<file path="src/rtl/store_dispatch.sv">
// store_dispatch: routes one store request from the MEM stage to one of four write
// targets (0 RAM, 1 LED, 2 seven-segment, 3 UART TX), decoded from req_addr[31:28].
// The outputs toward the targets are registered. Each target has its own ready
// handshake. A watchdog aborts a store that its target never accepts, and a
// saturating counter records unmapped and timed-out stores.
//
// Ports:
//   clk, rst         clock (rising edge), asynchronous active-high reset
//   req_valid/ready  store handshake with the MEM stage
//   req_addr/data/be store address, data and byte enables
//   tgt_valid        registered request valid toward the targets
//   tgt_sel          one-hot target strobe, zero when tgt_valid=0
//   tgt_addr/data/be latched store fields, shared by all targets
//   tgt_ready        per-target accept; only the selected bit is used
//   err_pulse        one-cycle pulse on an unmapped address or a timeout
//   err_count        saturating error count
module store_dispatch #(
  parameter int unsigned TIMEOUT = 255
) (
  input  logic        clk,
  input  logic        rst,
  input  logic        req_valid,
  output logic        req_ready,
  input  logic [31:0] req_addr,
  input  logic [31:0] req_data,
  input  logic [3:0]  req_be,
  output logic        tgt_valid,
  output logic [3:0]  tgt_sel,
  output logic [31:0] tgt_addr,
  output logic [31:0] tgt_data,
  output logic [3:0]  tgt_be,
  input  logic [3:0]  tgt_ready,
  output logic        err_pulse,
  output logic [7:0]  err_count
);

  typedef enum logic [0:0] {StIdle, StSend} state_e;

  state_e      state_q, state_d;
  logic        valid_q, valid_d;
  logic [3:0]  sel_q, sel_d;
  logic [31:0] addr_q, addr_d;
  logic [31:0] data_q, data_d;
  logic [3:0]  be_q, be_d;
  logic [7:0]  wdog_q, wdog_d;
  logic        err_q, err_d;
  logic [7:0]  cnt_q, cnt_d;

  logic       mapped;
  logic [3:0] req_onehot;
  logic       tgt_hit;

  assign mapped     = (req_addr[31:28] < 4'd4);
  assign req_onehot = 4'b0001 << req_addr[29:28];
  // sel_q is one-hot, so this picks out the ready bit of the selected target only
  assign tgt_hit    = |(sel_q & tgt_ready);

  // State register
  always_ff @(posedge clk or posedge rst) begin
    if (rst) begin
      state_q <= StIdle;
      valid_q <= 1'b0;
      sel_q   <= 4'd0;
      addr_q  <= 32'd0;
      data_q  <= 32'd0;
      be_q    <= 4'd0;
      wdog_q  <= 8'd0;
      err_q   <= 1'b0;
      cnt_q   <= 8'd0;
    end else begin
      state_q <= state_d;
      valid_q <= valid_d;
      sel_q   <= sel_d;
      addr_q  <= addr_d;
      data_q  <= data_d;
      be_q    <= be_d;
      wdog_q  <= wdog_d;
      err_q   <= err_d;
      cnt_q   <= cnt_d;
    end
  end

  // Next-state logic
  always_comb begin
    state_d = state_q;
    valid_d = valid_q;
    sel_d   = sel_q;
    addr_d  = addr_q;
    data_d  = data_q;
    be_d    = be_q;
    wdog_d  = wdog_q;
    err_d   = 1'b0;

    unique case (state_q)
      StIdle: begin
        if (req_valid) begin
          if (mapped) begin
            state_d = StSend;
            valid_d = 1'b1;
            sel_d   = req_onehot;
            addr_d  = req_addr;
            data_d  = req_data;
            be_d    = req_be;
            wdog_d  = 8'd0;
          end else begin
            err_d = 1'b1;
          end
        end
      end
      StSend: begin
        if (tgt_hit) begin
          if (req_valid && mapped) begin
            // Back-to-back: reload in the completing edge, no bubble
            sel_d  = req_onehot;
            addr_d = req_addr;
            data_d = req_data;
            be_d   = req_be;
            wdog_d = 8'd0;
          end else begin
            state_d = StIdle;
            valid_d = 1'b0;
            sel_d   = 4'd0;
            err_d   = req_valid;
          end
        end else if (wdog_q == 8'(TIMEOUT - 1)) begin
          // This edge would bring the watchdog to TIMEOUT: abort the store
          state_d = StIdle;
          valid_d = 1'b0;
          sel_d   = 4'd0;
          err_d   = 1'b1;
        end else begin
          wdog_d = wdog_q + 8'd1;
        end
      end
      default: begin
        state_d = StIdle;
        valid_d = 1'b0;
        sel_d   = 4'd0;
      end
    endcase

    cnt_d = (err_d && cnt_q != 8'hFF) ? cnt_q + 8'd1 : cnt_q;
  end

  // Outputs
  always_comb begin
    req_ready = (state_q == StIdle) ? 1'b1 : tgt_hit;
    tgt_valid = valid_q;
    tgt_sel   = sel_q;
    tgt_addr  = addr_q;
    tgt_data  = data_q;
    tgt_be    = be_q;
    err_pulse = err_q;
    err_count = cnt_q;
  end

endmodule

</file>
<file path="config.mk">
export PLATFORM = sky130hd
export DESIGN_NAME = store_dispatch
export DESIGN_NICKNAME = d
export VERILOG_FILES = /design/src/rtl/store_dispatch.sv
export SDC_FILE = /design/constraint.sdc
export NUM_CORES = 1
export LEC_CHECK = 0
export ABC_AREA = 1
export CAP_MARGIN = 20
export CELL_PAD_IN_SITES_DETAIL_PLACEMENT = 1
export CELL_PAD_IN_SITES_GLOBAL_PLACEMENT = 2
export CORE_UTILIZATION = 24
export CTS_CLUSTER_DIAMETER = 80
export DETAILED_ROUTE_END_ITERATION = 6
export GPL_TIMING_DRIVEN = 0
export PLACE_DENSITY_LB_ADDON = 0.1
export SLEW_MARGIN = 25
export SYNTH_ARGS = -nofsm -noshare
export SYNTH_HDL_FRONTEND = slang
export SYNTH_SLANG_ARGS = --single-unit
</file>
<file path="constraint.sdc">
create_clock -name clk -period 4.71 [get_ports clk]
set_input_delay 1.413 -clock clk [delete_from_list [all_inputs] [get_ports clk]]
set_output_delay 1.413 -clock clk [all_outputs]
set_load 0.03 [all_outputs]
</file>
=== Word level (Yosys, flattened, before mapping) ===
Index checks and enable logic that the tools add are counted.

* Flip-flop bits (word level): 91
* Input port bits: 75
* Output and inout port bits: 83
* Word-level logic and storage cells: 78

* Add/sub/neg operators: 2
* Order comparisons: 1
* Equal/unequal tests: 10
* Shift operators: 1
* Multiplexer cells: 46
* Bitwise gates (word level): 2
* Reductions and logical operators: 7

{| class="wikitable"
|+ Operators with widths
! operator !! number
|-
| $mux 32 || 8
|-
| $pmux 32 s2 || 2
|-
| $mux 8 || 5
|-
| $mux 4 || 9
|-
| $add 8x1->8 const B || 2
|-
| $mux 1 || 16
|-
| $pmux 4 s2 || 2
|-
| $pmux 8 s2 || 1
|-
| $reduce_and 4->1 || 3
|-
| $eq 8x8->1 const B || 1
|-
| $ne 8x8->1 const B || 1
|-
| $ne 3x3->1 const B || 2
|-
| $pmux 1 s2 || 3
|-
| $and 4x4->4 || 1
|-
| $lt 4x3->1 const B || 1
|-
| $ne 2x1->1 const B || 2
|-
| $ne 2x2->1 const B || 2
|-
| $reduce_or 4->1 || 1
|-
| $shl 1x2->4 const A || 1
|-
| $ne 3x1->1 const B || 1
|-
| $ne 3x2->1 const B || 1
|-
| $reduce_and 3->1 || 1
|-
| $logic_and 1x1->1 || 2
|-
| $not 1->1 || 1
|}

=== Depth between registers and ports, before layout ===
* Depth in word-level cells: 6
* Gate-level depth with buffers: 10
* Depth with buffers taken out: 10

=== Worst setup path after synthesis ===
No wires, ideal clock.

* Path type: in2out
* From: input port tgt_ready[3]
* To: output port req_ready
* Data arrival time: 1879 ps
* Data required time: 3297 ps
* Setup slack: 1418 ps
* Cell stages on the path: 4
* Buffers on the path: 0
* Path through: nand2_1 nand2_1 nor2_4 nand2_4

* Word-level cells in the longest chain between the ends: 3

{| class="wikitable"
|+ RTL lines
! what !! line !! source
|-
| from (decl) || 32 || <nowiki>input logic [3:0] tgt_ready,</nowiki>
|-
| $and 4x4->4 || 56 || <nowiki>assign tgt_hit = |(sel_q & tgt_ready);</nowiki>
|-
| $reduce_or 4->1 || 56 ||
|-
| $mux 1 || 147 || <nowiki>req_ready = (state_q == StIdle) ? 1'b1 : tgt_hit;</nowiki>
|-
| to (decl) || 23 || <nowiki>output logic req_ready,</nowiki>
|}

No other way between the ends.

=== Final worst setup path ===
Ends and elaborated chain as after synthesis.

==> metrics.txt <==
kind of cell adding the most delay to the critical path buffers and inverters; slew of the pin with the lowest slew margin 0.569 ns; Comb power frac 49.7%; Die W 131 µm; Ports 158; Worst R2R End tgt_sel[0]; ordered list of cells on the worst path clkdlybuf4s50_1 -> nand2_1 -> nand2_1 -> nor2_4 -> nand2_4 -> clkdlybuf4s50_1; CP Launch Type input pin; Final min period 4.38 ns; worst path bufs/invs 2; final std cells w/o fill 861; number of flops mapped to enable cells by yosys 0; CP arrival 2.96 ns; largest net degree at the start of global routing 57; final setup fails 0; Sw Ratio 42.5%; Crit Path Category input pin to output port; share of post-route cells with drive strength above 1 7.91%; max layer used met4; area of the multi-input gates 1500 µm²; Top FF cell, synth dfrtp_1; crit-path max FO 7; # resized after CTS 0; Critical Path Start tgt_ready[3]; area fraction of the dominant cell type after synthesis 57.3%; hold_buf cts 0; Mapped Nets 549; Num CTS Buffers 9; FF-to-FF setup slack 3.03 ns; ANT cells 0; P_sw 1.71 mW; WL met1 5200 µm; RSZ-0062 raised after global routing false; ys async rst share 100%; cell area after layout 6140 µm²; Chip Height 131 µm; TritonRoute pass-1 iters 4; core area 16000 µm²; synth warn 0; DRT Wirelength 12100 µm; Core Util, Final 38.3%; placed cell areas 5850 µm²; WP data required 3.30 ns; register area 2280 µm²; FMAX 229 MHz; met3 wire len 839 µm; count leader, synth nand2_1; final worst path period share 92.9%; TritonCTS clock tree done; Final Hold Fails 0; root buf cell clkbuf_16; commonest cells in the netlist 266 x nand2_1, 91 x dfrtp_1, 22 x inv_1, 18 x nand3_1, 13 x nor2_1; Placer Congestion 0.740; Worst setup EP type output port; Rel. slew slack 61.7%; Static Leak 3.00 nW; status finished clean; Worst R2R Start tgt_sel[3]; via count 3570; HPWL after DPL 9040 µm; WL met2 5900 µm; postcts setup bufs 0; layout net count 718; Die Footprint 17100 µm²; Syn-to-layout area delta 54.5%; cell area power density 655 nW/µm²; Slew Limit Fails 0; vias in the first global route 3794; Netlist cell types 26; register share of total power 32.7%; Clk pwr share 17.6%; initial antenna violation count 0; post-DR vias/cell 4.15; DRC viols 0; R2R cell count 9; IR drop worst, VDD 0.272 mV; Worst Setup EP req_ready; Initial Util 24.8%; Final ANT Viol Nets 0; max_cap viols 0; Iteration-0 DRC Markers 134; placed insts 845; FP Rows 46; Clock Pin Slew Worst Setup and Hold Paths 0.06 ns; Seq cells post-synth 91; Slowest Stage Delay on Critical Path 0.61 ns; post-synthesis cell count 471; all-layer global routing usage 15.3%; final setup skew 0.00571 ns; deepest clock path buffer count 2; GRT overflow 0; WHS 0.479 ns; clk_lat worst skew 0.34 ns; Post-Syn Area 3970 µm²; Post-Syn Area per Cell 8.43 µm²; Total Power 4.02 mW; Hold Path Class register to register; DR WL/cell 14.1 µm; Synth area leaders dfrtp_1 57%, nand2_1 25%, nand3_1 2.3%; first-pass GRT wire length 19800 µm; clk sink count 91; Worst path depth 6; Pint 2.31 mW; # H-tree levels 3; post-synthesis sequential area ratio 57.3%; crit path max-delay cell type clkdlybuf4s50_1; PortBufs 157; Synth area leader dfrtp_1; Layout fillers 1932
-- layer usage --
metal  track usage [%]  up-vias
met1              18.5     1695
met4              6.63        0
met3              5.01       11
met5                 0        -
met2              24.8       79
li1                  -     1785
-- cell type report --
type,count,share of cell area (%)
flip-flops and latches,91,37.1
plain buffers,16,1.81
inverters,23,1.49
clock buffers,12,4.34
well taps,216,4.40
multi-input cells,341,24.4
repair buffers,158,26.1
clock inverters,4,0.387
-- power groups by stage --
stage	combinational (mW)	clock, mW	sequential [mW]
6_report	2.00	0.709	1.31
5_1_grt	2.14	0.772	1.37
4_1_cts	2.03	0.744	1.32
3_5_place_dp	2.03	0	1.32
3_3_place_gp	2.00	0	1.32
2_1_floorplan	0.528	0	1.91
-- tightest hold or removal path, cell delays in order (launching register included) --
cell	delay, ns
dfrtp_1	0.34
nand2_1	0.05
nand2_1	0.06
-- registers in the layout (all words and copies together), names as in the netlist --
register / cells
tgt_valid: 1
wdog_q: 8
tgt_data: 32
state_q: 1
err_pulse: 1
err_count: 8
tgt_addr: 32
tgt_be: 4
tgt_sel: 4
-- worst min path at each step --
stage                     cells past startpoint            to         start  slack (ns)
after global routing                          2   tgt_data[9]   tgt_data[9]        0.50
final                                         2  tgt_data[10]  tgt_data[10]        0.48
after detailed placement                      2   tgt_data[9]   tgt_data[9]        0.46
after CTS                                     2   tgt_data[9]   tgt_data[9]        0.48
after global placement                        2  tgt_addr[27]  tgt_addr[27]        0.46
after floorplan                               2     wdog_q[7]     wdog_q[7]        0.47
-- cell usage in the layout, fill, tap and decap left out, types with 4 or more instances in the layout --
master	count
inv_1	21
nand3_1	18
o21ai_0	6
nor2_1	13
nand4_1	8
buf_6	5
dfrtp_1	91
o21ai_2	4
nand2_1	266
clkbuf_16	9
buf_2	11
clkdlybuf4s50_1	157
-- per-stage QoR --
stage	TNS (ns)	worst slack (ns)
final	0	0.335
after global routing	0	0.265
after CTS	0	0.327
after detailed placement	0	0.324
after global placement	-79.91	-0.887
after floorplan	0	0.933
-- kinds of logic (layout without fill, tap and decap cells) --
logic type	Yosys count	count (layout)	synth area share, %
xor+xnor	4	4	0.882
fa+ha+maj	3	3	0.945
buf+inv	39	213	4.98
flops	91	91	57.3
compound gates	14	14	2.68
simple gates	320	320	33.2
(Power assumes the default switching activity.)
